<file path="src/rtl/ext_mem_loader.sv">
// ext_mem_loader: streams words into one of several memories while the CPU is
// held in reset, then releases the CPU after a programmable hold delay.
module ext_mem_loader #(
  parameter  int DATA_W      = 32,
  parameter  int ADDR_W      = 32,
  parameter  int NUM_TARGETS = 2,
  parameter  int MAX_BURST   = 256,
  parameter  int HOLD_CYCLES = 4,
  localparam int TSEL_W      = (NUM_TARGETS > 1) ? $clog2(NUM_TARGETS) : 1,
  localparam int CNT_W       = $clog2(MAX_BURST + 1)
) (
  input  logic                   clk,
  input  logic                   reset,
  input  logic                   ld_start,
  input  logic [TSEL_W-1:0]      ld_target,
  input  logic [ADDR_W-1:0]      ld_base_adr,
  input  logic [CNT_W-1:0]       ld_count,
  input  logic                   ld_abort,
  input  logic                   ld_go,
  input  logic                   in_valid,
  input  logic [DATA_W-1:0]      in_data,
  output logic                   in_ready,
  output logic [NUM_TARGETS-1:0] mem_we,
  output logic [ADDR_W-1:0]      mem_adr,
  output logic [DATA_W-1:0]      mem_wdata,
  output logic [2:0]             mem_funct3,
  output logic                   cpu_hold,
  output logic                   busy,
  output logic                   done,
  output logic                   err
);

  localparam int HOLD_W = $clog2(HOLD_CYCLES + 1);
  localparam logic [TSEL_W:0] NUM_TGT_EXT = (TSEL_W + 1)'(NUM_TARGETS);

  typedef enum logic [1:0] {
    IDLE = 2'd0,
    LOAD = 2'd1,
    HOLD = 2'd2,
    RUN  = 2'd3
  } stateT;

  stateT state;
  stateT stateNext;

  // Latched command
  logic [TSEL_W-1:0]      tgtLat;
  logic [ADDR_W-1:0]      baseLat;
  logic [CNT_W-1:0]       countLat;
  logic [CNT_W-1:0]       idx;
  logic [HOLD_W-1:0]      holdCnt;

  // Decoded control for the current cycle
  logic                   cmdValid;
  logic                   acceptCmd;
  logic                   rejectCmd;
  logic                   beat;
  logic                   lastBeat;
  logic                   goHold;

  // Registered write stage
  logic [NUM_TARGETS-1:0] memWe_p1;
  logic [ADDR_W-1:0]      memAdr_p1;
  logic [DATA_W-1:0]      memWdata_p1;
  logic                   done_p1;
  logic                   err_p1;

  // Next-state and per-cycle control decode; abort beats any beat in the same cycle
  always_comb begin
    stateNext = state;
    acceptCmd = 1'b0;
    rejectCmd = 1'b0;
    beat      = 1'b0;
    lastBeat  = 1'b0;
    goHold    = 1'b0;
    cmdValid  = (ld_count != '0) &&
                (ld_count <= CNT_W'(MAX_BURST)) &&
                ({1'b0, ld_target} < NUM_TGT_EXT) &&
                (ld_base_adr[1:0] == 2'b00);
    case (state)
      IDLE: begin
        if (ld_start) begin
          if (cmdValid) begin
            acceptCmd = 1'b1;
            stateNext = LOAD;
          end else begin
            rejectCmd = 1'b1;
          end
        end else if (ld_go) begin
          goHold    = 1'b1;
          stateNext = HOLD;
        end
      end
      LOAD: begin
        if (ld_abort) begin
          stateNext = IDLE;
        end else if (in_valid) begin
          beat = 1'b1;
          if (idx == countLat - CNT_W'(1)) begin
            lastBeat  = 1'b1;
            stateNext = IDLE;
          end
        end
      end
      HOLD: begin
        if (holdCnt == HOLD_W'(1)) begin
          stateNext = RUN;
        end
      end
      RUN: begin
        if (ld_start) begin
          if (cmdValid) begin
            acceptCmd = 1'b1;
            stateNext = LOAD;
          end else begin
            rejectCmd = 1'b1;
          end
        end
      end
      default: stateNext = IDLE;
    endcase
  end

  // State register
  always_ff @(posedge clk or negedge reset) begin
    if (!reset) begin
      state <= IDLE;
    end else begin
      state <= stateNext;
    end
  end

  // Command latch, beat index and hold-delay counter
  always_ff @(posedge clk or negedge reset) begin
    if (!reset) begin
      tgtLat   <= '0;
      baseLat  <= '0;
      countLat <= '0;
      idx      <= '0;
      holdCnt  <= '0;
    end else begin
      if (acceptCmd) begin
        tgtLat   <= ld_target;
        baseLat  <= ld_base_adr;
        countLat <= ld_count;
        idx      <= '0;
      end else if (beat) begin
        idx <= idx + CNT_W'(1);
      end
      if (goHold) begin
        holdCnt <= HOLD_W'(HOLD_CYCLES);
      end else if (state == HOLD) begin
        holdCnt <= holdCnt - HOLD_W'(1);
      end
    end
  end

  // ---- stage p1: registered memory write and status pulses ----
  // Address and data hold between beats; only the enable drops back to zero.
  always_ff @(posedge clk or negedge reset) begin
    if (!reset) begin
      memWe_p1    <= '0;
      memAdr_p1   <= '0;
      memWdata_p1 <= '0;
      done_p1     <= 1'b0;
      err_p1      <= 1'b0;
    end else begin
      memWe_p1 <= '0;
      done_p1  <= lastBeat;
      err_p1   <= rejectCmd;
      if (beat) begin
        memWe_p1    <= NUM_TARGETS'(1) << tgtLat;
        memAdr_p1   <= baseLat + (ADDR_W'(idx) << 2);
        memWdata_p1 <= in_data;
      end
    end
  end

  assign mem_we     = memWe_p1;
  assign mem_adr    = memAdr_p1;
  assign mem_wdata  = memWdata_p1;
  assign mem_funct3 = 3'b010;
  assign done       = done_p1;
  assign err        = err_p1;
  assign in_ready   = (state == LOAD);
  assign busy       = (state == LOAD) || (state == HOLD);
  assign cpu_hold   = (state != RUN);

endmodule

</file>
<file path="config.mk">
export PLATFORM = sky130hd
export DESIGN_NAME = ext_mem_loader
export DESIGN_NICKNAME = d
export VERILOG_FILES = /design/src/rtl/ext_mem_loader.sv
export SDC_FILE = /design/constraint.sdc
export NUM_CORES = 1
export LEC_CHECK = 0
export CAP_MARGIN = 20
export CORE_ASPECT_RATIO = 1.4
export CORE_UTILIZATION = 45
export DETAILED_ROUTE_END_ITERATION = 6
export GPL_TIMING_DRIVEN = 0
export MAX_ROUTING_LAYER = met4
export PLACE_DENSITY = 0.77
export SLEW_MARGIN = 20
export SYNTH_ARGS = -nofsm -noshare
export SYNTH_HDL_FRONTEND = slang
export SYNTH_SLANG_ARGS = --single-unit
</file>
<file path="constraint.sdc">
create_clock -name clk -period 2 [get_ports clk]
set_input_delay 0.3 -clock clk [delete_from_list [all_inputs] [get_ports clk]]
set_output_delay 0.3 -clock clk [all_outputs]
set_load 0.02 [all_outputs]
</file>
==> results_dict.tcl, run 1 <==
set metrics [dict create \
    status "finished, violations left" \
    failed_checks "setup timing" \
    async_flop_share_pct 100 \
    cts.sinks 124 \
    grt_pass1_vias 5734 \
    synth-seq-area-share_pct 50.2 \
    p_leak_nw 4.14 \
    fill_cells 1013 \
    grt_max_degree 80 \
    rows 50 \
    worstHoldStart "ld_count[7]" \
    end_kind "register" \
    drc_errors 0 \
    synth_ff_type "dfrtp_1" \
    fin_hold_ws_ps 335 \
    place.gp.congestion 0.877 \
    grt_overflow 0 \
    dp_slack_ps -1000 \
    syn_area_per_cell_um2 9.77 \
    die_x_um 101 \
    fin_crit_sh_pct 112 \
    final_net_count 942 \
    power.density_nw_per_um2 1490 \
    ir_drop_mv 0.714 \
    drt_iter0_markers 341 \
    yosysWarnings 0 \
    start_util_pct 46.2 \
    grt_pass1_wl_mm 28.2 \
    critPathLaunch "idx[0]$_DFFE_PN0P_" \
    drive_above_1_share_pct 21.9 \
    synth_cell_type_count 61 \
    firstDrtPassIters 7 \
    maxSlewHeadroom_pct 62.5 \
    critPathMaxStageDelay_ps 420 \
    areaGrowthSynthToFinish_pct 51.2 \
    fin_area_um2 9350 \
    regArea_um2 3120 \
    placed_cell_area_um2 8000 \
    min_period_ps 2240 \
    required_ps 2280 \
    htree_levels 4 \
    rsz0062_at_grt "yes" \
    pin_count 154 \
    multi_input_area_um2 3270 \
    worstReg2RegStart "idx[0]$_DFFE_PN0P_" \
    report.final.slew_viol_count 0 \
    hold_violations 0 \
    post-synth-top-area-cell "dfrtp_1" \
    num_vias 5530 \
    tightestPinTransition_ps 557 \
    clockRootBuffer "clkbuf_16" \
    final_common_cell "nand2_1" \
    crit_slowest_cell "dfrtp_2" \
    netlist_instances 633 \
    cp-start-kind "register" \
    cp_max_fo 5 \
    grt_usage_pct 26.8 \
    dpl.hpwl_mm 12.3 \
    synth-edff-count 0 \
    crit_type "register to register" \
    io_buffers 150 \
    synth_area_leaders "dfrtp_1 50%, nand2_1 10%, mux2_2 5.3%" \
    setup_viol 13 \
    coreArea_um2 13400 \
    diodes 0 \
    clock.fmax_mhz 446 \
    die_area_um2 14200 \
    finClkSkew_ps 6.20 \
    syn_area_um2 6180 \
    synth_top_cell_area_share_pct 50.2 \
    antenna_found_initial 0 \
    clk_pin_slew_ps 60 \
    setup_ws_ps -244 \
    wl_mm 18.5 \
    maxCapViolCount 0 \
    final_antenna_net_count 0 \
    vias_per_cell 5.32 \
    die_h_um 141 \
    synth_seq_cells 124 \
    clk_latency_ps 420 \
    tritoncts "yes" \
    min_path_type "input port to register" \
    crit_chain "ha_4 -> inv_2 -> fa_2 -> nor2b_4 -> o21a_4 -> o31ai_4 -> buf_12 -> a2111oi_4 -> xnor2_1 -> o21ai_1" \
    critPathArrivalTime_ps 2530 \
    cts.path.max_buffers 2 \
    final_cell_mix "167 x nand2_1, 138 x clkdlybuf4s50_1, 114 x dfrtp_1, 40 x buf_4, 28 x mux2_2" \
    cts_buffers 17 \
    wl_per_cell_um 17.8 \
]
## path summary, 6_finish.rpt
check,endpoint,slack (ps),cells after the start
max in group asynchronous,idx[6]$_DFFE_PN0P_,850,3
min in group asynchronous,baseLat[18]$_DFFE_PN0P_,370,2
worst min register to register,mem_we[0]$_DFF_PN0_,460,1
worst max-delay path,mem_adr[30]$_DFFE_PN0P_,-240,10
worst min-delay path,countLat[7]$_DFFE_PN0P_,330,2
worst max register to register,mem_adr[30]$_DFFE_PN0P_,-240,10
## metal layers
metal  track usage (%)  up-vias  part of all wire [%]
li1                  -     2572                     -
met5                 -        -                     0
met2              45.6      211                    53
met4              15.9        0                   5.0
met3              4.36       57                   4.6
met1              29.3     2690                    37
## layout make-up
class / instances / area share, %
tap: 182 / 2.43
clock buffer: 21 / 4.92
buffer: 27 / 1.99
multi-input combinational: 465 / 35.0
sequential: 124 / 33.3
timing repair buffer: 192 / 19.9
clock inverter: 11 / 1.78
inverter: 17 / 0.682
## cell usage after synthesis, drive strengths merged (15+ instances only)
library cell  instances
a21oi                15
dfrtp               124
ha                   17
inv                  17
mux2                 36
nand2               168
nand3                19
nor2                 24
o21ai                31
xnor2                23
## report_power, final
part | internal (W) | total [W] | switching, W | leakage, nW
Combinational | 0.00297 | 0.00606 | 0.00309 | 2.30
Clock | 0.00214 | 0.00327 | 0.00113 | 0.299
Sequential | 0.00360 | 0.00456 | 0.000965 | 1.53
Total | 0.00872 | 0.0139 | 0.00518 | 4.14
## metrics by stage
| stage | utilization, % | setup TNS [ps] | cells | total power, W |
|---|---|---|---|---|
| after floorplan | - | -1130 | 634 | 0.00747 |
| after CTS | 68.1 | -803 | 1026 | 0.0135 |
| after global routing | 69.9 | -2960 | 1039 | 0.0146 |
| after global placement | 59.6 | -571790 | 966 | 0.00955 |
| final | 69.9 | -1550 | 1039 | 0.0139 |
| after detailed placement | 59.8 | -69320 | 967 | 0.00981 |
## what timing repair did
| item | in CTS | in global routing |
|---|---|---|
| hold buffers | 1 | 0 |
| resized for setup | 73 | 40 |
| gates cloned | 0 | 0 |
| endpoints found under the hold margin | 45 | 0 |
| setup endpoints to repair | 123 | 94 |
| pin swaps | 28 | 24 |
| buffers inserted | 27 | 14 |
## logic make-up after synthesis
family	synth area share, %
AND/OR/NAND/NOR	20.8
AO/OA/AOI/OAI	8.98
flip-flops	50.2
buffers and inverters	3.26
multiplexers	7.69
other	0.121
adder cells (fa/ha/maj)	3.76
XOR/XNOR	5.24
## registers in the layout (all words and copies together) (netlist names)
name,count
baseLat,32
mem_adr,32
mem_wdata,32
countLat,9
idx,9
holdCnt,3
mem_we,2
state,2
done,1
err,1
tgtLat,1
## critical path, delay by kind of cell, from the launching register on
kind                     cells  cell delay (ps)
AND/OR/NAND/NOR              1              160
adder cells (fa/ha/maj)      2              530
flip-flops                   1              420
AO/OA/AOI/OAI                4              630
buffers and inverters        2              190
XOR/XNOR                     1              170
(Power assumes the default switching activity.)
==> run 2, diff against run 1 <==
--- a/config.mk
+++ b/config.mk
@@ -12,7 +12,7 @@
 export GPL_TIMING_DRIVEN = 0
 export MAX_ROUTING_LAYER = met4
 export PLACE_DENSITY = 0.77
-export SLEW_MARGIN = 20
+export SLEW_MARGIN = 10
 export SYNTH_ARGS = -nofsm -noshare
 export SYNTH_HDL_FRONTEND = slang
 export SYNTH_SLANG_ARGS = --single-unit
==> results of run 2 <==
No change in the layout: final DEF, timing and power equal those of run 1.
